<file path="src/rtl/uart_tx_pkg.sv">
// uart_tx_pkg: shared UART timing constants, transmitter FSM encoding, parity helper.
// Latency: n/a (compile-time definitions only).
// Backpressure: n/a.
package uart_tx_pkg;

  localparam int unsigned SYS_FRE    = 32'd24_000_000;
  localparam int unsigned BPS        = 32'd115200;
  // 24e6/115200 = 208.33 truncates to 208, so 13 clocks per 1/16 bit.
  localparam int unsigned DIV_CLK    = (SYS_FRE / BPS) >> 4;
  localparam int unsigned BIT_CYC    = 16 * DIV_CLK;
  localparam int unsigned FRAME_BITS = 11;
  localparam int unsigned FRAME_CYC  = FRAME_BITS * BIT_CYC;
  localparam int unsigned SUB_W      = $clog2(DIV_CLK);

  typedef enum logic [2:0] {
    ST_IDLE   = 3'd0,
    ST_START  = 3'd1,
    ST_DATA   = 3'd2,
    ST_PARITY = 3'd3,
    ST_STOP   = 3'd4
  } tx_state_e;

  // Even parity bit: data plus this bit holds an even number of ones.
  function automatic logic even_par(input logic [7:0] b);
    return ^b;
  endfunction

endpackage

</file>
<file path="src/rtl/uart_tx_if.sv">
// uart_tx_if: host-side parallel write bus and status flags of the UART transmitter.
// Ports: wrn (active-low write strobe), dat_i (byte), thr_empty, tx_busy, tx_done, wr_ovr.
// Backpressure: host must watch thr_empty; a write into a full holding register pulses wr_ovr.
interface uart_tx_if;
  logic       wrn;
  logic [7:0] dat_i;
  logic       thr_empty;
  logic       tx_busy;
  logic       tx_done;
  logic       wr_ovr;

  modport master (output wrn, dat_i, input thr_empty, tx_busy, tx_done, wr_ovr);
  modport slave  (input wrn, dat_i, output thr_empty, tx_busy, tx_done, wr_ovr);
endinterface

</file>
<file path="src/rtl/uart_baud_gen.sv">
// uart_baud_gen: DIV_CLK x 16 tick generator; bit_end marks the last clock of each bit.
// Ports: clk24m, rst_n, restart (sync clear, holds counters at 0), bit_end (1-cycle pulse).
// Latency: first bit_end exactly BIT_CYC clocks after restart drops; no backpressure.
module uart_baud_gen
  import uart_tx_pkg::*;
(
  input  logic clk24m,
  input  logic rst_n,
  input  logic restart,
  output logic bit_end
);

  logic [SUB_W-1:0] sub_cnt;
  logic [3:0]       tick_cnt;
  logic             sub_wrap;

  assign sub_wrap = (sub_cnt == SUB_W'(DIV_CLK - 1));
  assign bit_end  = sub_wrap && (tick_cnt == 4'd15);

  always_ff @(posedge clk24m or negedge rst_n) begin
    if (!rst_n) begin
      sub_cnt  <= '0;
      tick_cnt <= '0;
    end else if (restart) begin
      sub_cnt  <= '0;
      tick_cnt <= '0;
    end else if (sub_wrap) begin
      sub_cnt  <= '0;
      tick_cnt <= tick_cnt + 4'd1;  // 4-bit wrap ends the bit
    end else begin
      sub_cnt  <= sub_cnt + SUB_W'(1);
    end
  end

endmodule

</file>
<file path="src/rtl/uart_tx.sv">
// uart_tx: 8E1 UART transmitter with one-deep holding register ahead of the shift register.
// Ports: clk24m, rst_n, host (uart_tx_if.slave), tx_dat (serial line, idle high).
// Latency: tx_dat falls 2 clocks after write detect; drops writes with wr_ovr when holding reg is full.
module uart_tx
  import uart_tx_pkg::*;
(
  input  logic     clk24m,
  input  logic     rst_n,
  uart_tx_if.slave host,
  output logic     tx_dat
);

  tx_state_e  state, state_nxt;
  logic       wrn_q, wr_acc, wr_take;
  logic       load_tsr, shift_en, restart, bit_end, tx_done_c;
  logic [7:0] thr, tsr;
  logic       thr_empty, par, wr_ovr_q;
  logic [2:0] bit_cnt;

  uart_baud_gen u_baud (
    .clk24m  (clk24m),
    .rst_n   (rst_n),
    .restart (restart),
    .bit_end (bit_end)
  );

  // Falling edge of wrn; a held-low strobe yields a single write.
  assign wr_acc  = ~host.wrn & wrn_q;
  // A transfer in the same cycle frees the holding register, so the write still lands.
  assign wr_take = wr_acc && (thr_empty || load_tsr);

  always_ff @(posedge clk24m or negedge rst_n) begin
    if (!rst_n) begin
      wrn_q     <= 1'b1;
      thr       <= '0;
      thr_empty <= 1'b1;
      wr_ovr_q  <= 1'b0;
    end else begin
      wrn_q    <= host.wrn;
      wr_ovr_q <= wr_acc && !wr_take;
      if (wr_take) begin
        thr       <= host.dat_i;
        thr_empty <= 1'b0;
      end else if (load_tsr) begin
        thr_empty <= 1'b1;
      end
    end
  end

  always_ff @(posedge clk24m or negedge rst_n) begin
    if (!rst_n) begin
      tsr     <= '0;
      par     <= 1'b0;
      bit_cnt <= '0;
    end else if (load_tsr) begin
      tsr     <= thr;
      par     <= even_par(thr);
      bit_cnt <= '0;
    end else if (shift_en) begin
      tsr     <= {1'b0, tsr[7:1]};
      bit_cnt <= bit_cnt + 3'd1;
    end
  end

  always_ff @(posedge clk24m or negedge rst_n) begin
    if (!rst_n) state <= ST_IDLE;
    else        state <= state_nxt;
  end

  always_comb begin
    state_nxt = state;
    load_tsr  = 1'b0;
    shift_en  = 1'b0;
    tx_done_c = 1'b0;
    restart   = 1'b0;
    case (state)
      ST_IDLE: begin
        // Counters held at zero so the start bit gets a full bit time.
        restart = 1'b1;
        if (!thr_empty) begin
          load_tsr  = 1'b1;
          state_nxt = ST_START;
        end
      end
      ST_START:  if (bit_end) state_nxt = ST_DATA;
      ST_DATA: begin
        if (bit_end) begin
          shift_en = 1'b1;
          if (bit_cnt == 3'd7) state_nxt = ST_PARITY;
        end
      end
      ST_PARITY: if (bit_end) state_nxt = ST_STOP;
      ST_STOP: begin
        if (bit_end) begin
          tx_done_c = 1'b1;
          // Chain straight into the next start bit; the baud counters wrap to 0 here.
          if (!thr_empty) begin
            load_tsr  = 1'b1;
            state_nxt = ST_START;
          end else begin
            state_nxt = ST_IDLE;
          end
        end
      end
      default: state_nxt = ST_IDLE;
    endcase
  end

  // Decoded from registers only, so an async reset forces the line high at once.
  always_comb begin
    tx_dat = 1'b1;
    case (state)
      ST_START:  tx_dat = 1'b0;
      ST_DATA:   tx_dat = tsr[0];
      ST_PARITY: tx_dat = par;
      default:   tx_dat = 1'b1;
    endcase
  end

  assign host.thr_empty = thr_empty;
  assign host.tx_busy   = (state != ST_IDLE);
  assign host.tx_done   = tx_done_c;
  assign host.wr_ovr    = wr_ovr_q;

endmodule
</file>
<file path="src/flat_wrapper.sv">
// flat-port wrapper written by rule: the top's interface ports become plain ports
module uart_tx_flat import uart_tx_pkg::*;
  (clk24m, rst_n, tx_dat, host_wrn, host_dat_i, host_thr_empty, host_tx_busy, host_tx_done, host_wr_ovr);
  uart_tx_if host_i ();
  input  logic clk24m;
  input  logic rst_n;
  output logic tx_dat;
  input wire logic [$bits(host_i.wrn)-1:0] host_wrn;
  input wire logic [$bits(host_i.dat_i)-1:0] host_dat_i;
  output wire logic [$bits(host_i.thr_empty)-1:0] host_thr_empty;
  output wire logic [$bits(host_i.tx_busy)-1:0] host_tx_busy;
  output wire logic [$bits(host_i.tx_done)-1:0] host_tx_done;
  output wire logic [$bits(host_i.wr_ovr)-1:0] host_wr_ovr;
  assign host_i.wrn = host_wrn;
  assign host_i.dat_i = host_dat_i;
  assign host_thr_empty = host_i.thr_empty;
  assign host_tx_busy = host_i.tx_busy;
  assign host_tx_done = host_i.tx_done;
  assign host_wr_ovr = host_i.wr_ovr;
  uart_tx u_core (.clk24m(clk24m), .rst_n(rst_n), .host(host_i), .tx_dat(tx_dat));
endmodule
</file>
<file path="config.mk">
export PLATFORM = sky130hd
export DESIGN_NAME = uart_tx_flat
export DESIGN_NICKNAME = d
export VERILOG_FILES = /design/src/rtl/uart_tx_pkg.sv /design/src/rtl/uart_tx_if.sv /design/src/rtl/uart_baud_gen.sv /design/src/rtl/uart_tx.sv /design/src/flat_wrapper.sv
export SDC_FILE = /design/constraint.sdc
export NUM_CORES = 1
export LEC_CHECK = 0
export BUFFER_PORTS_ARGS = -buffer_cell sky130_fd_sc_hd__buf_2
export CAP_MARGIN = 30
export CORE_MARGIN = 10
export CORE_UTILIZATION = 57
export CTS_CLUSTER_SIZE = 40
export DETAILED_ROUTE_END_ITERATION = 10
export PLACE_DENSITY_LB_ADDON = 0.1
export SYNTH_ARGS = -nofsm -noshare
export SYNTH_HDL_FRONTEND = slang
export SYNTH_SLANG_ARGS = --single-unit
</file>
<file path="constraint.sdc">
create_clock -name clk24m -period 2.55 [get_ports clk24m]
set_clock_uncertainty 0.15 [all_clocks]
set_input_delay 0.3825 -clock clk24m [delete_from_list [all_inputs] [get_ports clk24m]]
set_output_delay 0.3825 -clock clk24m [all_outputs]
set_load 0.02 [all_outputs]
</file>
==> results.md <==
Timing:
- The count of final max-slew check failures came to 0.
- The final critical path takes up 88.0% of the cycle.
- The relative slew slack is 51.2%.
- Setup repair after global routing left no endpoint under its margin.
- The final sum of negative setup slack is 0 ns.
- The final hold slack is 0.105 ns.
- The time the worst path needs with I/O delays and setup is 2.25 ns.
- At the pin with the least slew margin, the transition time is 0.731 ns.
- Setup violations remaining at the end of the flow were counted as 0.
- The maximum operating frequency is 0.445 GHz.
- The final hold violation count is 0.

Logic synthesis:
- The post-synthesis instance total is between 100 and 150.
- The synthesized netlist devotes roughly 7.4% of its cell area to XOR and XNOR gates.
- The sequential area share after synthesis is 51.8%.
- The number of nets in the synthesized netlist is 159.
- Ranked by total cell area, the synthesized netlist is headed by dfrtp_1 (49%), mux2_2 (5.5%), xnor2_1 (5.3%).
- For this run, the number of Yosys warnings is 0.
- After synthesis, the largest family of logic cells by area is simple AND/OR/NAND/NOR gates.
- The area fraction in compound gates after synthesis is 7.67%.
- Dividing the synthesized area by the synthesized cell count gives 11.5 µm².
- The synthesized design devotes to its leading area cell type approximately 50% of total area.
- The leading area contributor after synthesis is dfrtp_1.
- For this run, the leading register cell type out of synthesis is dfrtp_1.
- The simple logic cell fraction of the synthesized area is 15.7%.
- Yosys instantiated no cell more often than dfrtp_1.
- The proportion of register bits with asynchronous set or reset after synthesis is 100%.
- Of the post-synthesis cell area, the part taken by muxes is approximately a tenth.
- Summing the areas of all fa, ha and maj instances in the mapped netlist gives roughly 3.8% of the synthesized area.
- The number of enable flip-flop cells after synthesis is 0.
- Ranked by instance count, the synthesized netlist is headed by dfrtp_1 (32), nand2_1 (15), nor2_1 (14), xnor2_1 (10).
- Synthesis inferred 34 register bits.
- The count of different cell masters after synthesis is 34.
- The cell area after synthesis is 0.00165 mm².

Finish:
- 0 antenna diodes ended up in the layout.
- The fraction of final layout cells sized beyond drive strength 1 is 26.3%.
- The area added between synthesis and finish is 10.3%.
- At the end of the flow, the number of nets in the layout was 182.
- The number of fillers in the final layout is between 200 and 250.

Clocking:
- For this design, the sink count on the clock tree is 34.
- The TritonCTS clock tree is built.
- The root buffer cell chosen for the clock tree is clkbuf_4.
- The number of CTS-inserted buffers is 5.
- The insertion delay to the later sink of the worst-skew pair is ~0.35 ns.
- The clock slew seen by the registers of the worst setup and hold paths is 0.12 ns.
- The H-tree was split into 2 levels.
- In this run the deepest clock path goes through 2 buffers.

Setup path:
- The worst register-to-register path has a setup slack of between 0.5 and 0.6 ns.
- The signal on the critical path passes through inv_1 -> ha_1 -> nand3_2 -> nor2_1 -> and3_1 -> buf_2.
- The category of the worst setup path capture point is an output port.
- Of all nets on the critical path, the largest fanout is 5.
- The capturing point of the worst reg2reg path is u_core.thr[4].
- Counting cells, the worst reg-to-reg path comes to 7.
- Among all stages on the critical path, the largest delay is contributed by dfrtp_1.
- On the critical path the largest part of the delay comes from simple AND/OR/NAND/NOR gates.
- The setup path with the least slack is of type reg2out.
- The largest stage delay on the critical path is ~0.43 ns.
- Together, buffers and inverters on the worst path number 2.
- The arrival time of data at the critical path endpoint is about 1.7 ns.
- STA puts the critical path data required time at 2.02 ns.
- STA classifies the critical path startpoint as a flop.
- In this run the critical register-to-register path is launched from u_core.u_baud.sub_cnt[0].

Placed design:
- Detailed placement finished with a half-perimeter wire length of about 2100 µm.
- Input and output buffers added on the ports amount to 15.
- At the end of routability-driven placement, the weighted congestion stood at 0.731.

Worst hold path:
- In this run the most critical hold path is launched from host_dat_i[1].
- The depth of the worst hold-timing path is 2.
- In this run the worst hold path is classified as in2reg.
- The path with the worst hold slack has its endpoint at u_core.thr[1].

Route:
- The routed layout has around 1100 vias.
- Dividing the detail-routed wire length by the instance count gives 14.7 µm.
- The count of nets left with antenna violations once routing finished came out at 0.
- The routed design has 2910 µm of wire.
- In the routed layout, each cell is associated on average with a via count of ~5.5.
- The number of design-rule violations left by the first detailed-router iteration is 113.
- The detailed-routing iteration count for the pre-antenna-repair pass is 4.
- The residual DRC count is 0.

Power and ir drop:
- For this design the static power due to leakage is 0.828 nW.
- The worst-case IR drop observed on VDD is 0.420 mV.
- The power density over cell area is 543 mW/mm².

GRT:
- The maximum number of pins on one net before global-route repair is 35.
- The first global-routing pass estimated 4980 µm of wire.
- The total overflow left after global routing is 0.
- The overall fraction of global-route tracks in use is 11.7%.
- The number of global-route vias before repair is 1065.
- The number of antenna violations at the first check in global routing is 0.

Floorplan:
- Measured along the y axis, the die boundary spans 73.7 µm.
- Measured along the x axis, the die boundary spans approximately 74 µm.
- The I/O pin count is 16.
- In this run the core area contains 19 standard-cell rows.
- The total die area is 0.00544 mm².
- In this run the standard cell core region covers 0.00276 mm².
- The initial cell density of the core is 59.7%.

Status:
- The run finished with clean final reports.

Job:
- The max-cap check violation count is 0.
[timing repair]
action | 4_1_cts | 5_1_grt
buffers inserted | 0 | 0
hold buffers | 2 | 0
endpoints found under the hold margin | 33 | 0
gates resized for setup | 0 | 0
[power by group]
group | switching, W | internal (W) | leakage, nW | total (W)
clock network | 0.000182 | 0.000105 | 0.0320 | 0.000287
logic | 0.0000461 | 0.0000667 | 0.366 | 0.000113
registers | 0.0000218 | 0.000564 | 0.430 | 0.000586
total | 0.000250 | 0.000736 | 0.828 | 0.000985
[state kept, by name, indices dropped and copies added (netlist names)]
signal,flops
u_core.host.wr_ovr,1
u_core.u_baud.tick_cnt,4
u_core.u_baud.sub_cnt,4
u_core.bit_cnt,3
u_core.state,3
u_core.tsr,8
u_core.host.thr_empty,1
u_core.par,1
u_core.wrn_q,1
u_core.thr,8
[cell families (layout without fill, tap and decap cells)]
| family | after synthesis | after routing |
|---|---|---|
| buffers and inverters | 8 | 32 |
| muxes | 16 | 16 |
| DFF | 34 | 34 |
| xor gates and xnor gates | 14 | 14 |
| and+or+nand+nor | 49 | 49 |
| AOI/OAI and AO/OA | 17 | 17 |
| adders and majority gates | 5 | 5 |
[layout make-up]
cell class	count	area [µm²]	share of cell area (%)
clock buffers	6	41.3	2.27
clock inverters	2	10.0	0.551
inverters	4	15.0	0.827
multi-input cells	101	739	40.7
flip-flops and latches	34	853	47.0
well taps	31	38.8	2.14
repair buffers	20	118	6.48
[worst max path at each step]
| stage | to | startpoint | slack [ns] | cells after the start |
|---|---|---|---|---|
| 6_report | host_tx_done | u_core.u_baud.sub_cnt[0] | 0.30 | 6 |
| 3_5_place_dp | u_core.thr[5] | u_core.u_baud.sub_cnt[0] | 0.54 | 7 |
| 2_1_floorplan | u_core.thr[0] | u_core.u_baud.sub_cnt[0] | 0.71 | 7 |
| 4_1_cts | host_tx_done | u_core.u_baud.sub_cnt[0] | 0.28 | 6 |
| 3_3_place_gp | u_core.thr[6] | u_core.u_baud.sub_cnt[0] | 0.62 | 7 |
| 5_1_grt | host_tx_done | u_core.u_baud.sub_cnt[1] | 0.13 | 6 |
[cell usage in the layout, fill, tap and decap left out, types with 3 or more instances in the layout]
cell      synthesis  routed
buf_2             1      15
buf_4             0       3
nor3_1            3       3
nor2_1           14      14
nand2_1          15      15
mux2i_1           8       8
a21oi_1           3       3
inv_1             4       4
clkbuf_4          0       5
dfrtp_1          32      32
mux2_2            8       8
o21ai_2           5       5
xnor2_1          10      10
xor2_1            4       4
ha_1              5       5
[metrics by stage]
step | cell area (µm²) | total power [W] | setup WS [ns] | util, % | instances
floorplan | 1650 | 0.000676 | 0.715 | - | 143
global placement | 1740 | 0.000706 | 0.618 | 63.2 | 188
detailed placement | 1740 | 0.000709 | 0.542 | 63.2 | 188
CTS | 1820 | 0.00100 | 0.275 | 65.8 | 198
global route | 1820 | 0.00103 | 0.129 | 65.8 | 198
finish | 1820 | 0.000985 | 0.305 | 65.8 | 198
[per-layer routing]
| layer | up-vias | GRT usage (%) | share of wire, % |
|---|---|---|---|
| met5 | - | 0 | 0 |
| met4 | 0 | 5.59 | 2.0 |
| met3 | 6 | 5.11 | 5.9 |
| met2 | 17 | 16.7 | 45 |
| met1 | 524 | 14.8 | 47 |
| li1 | 534 | - | - |
Power figures use the tool's default switching activity.
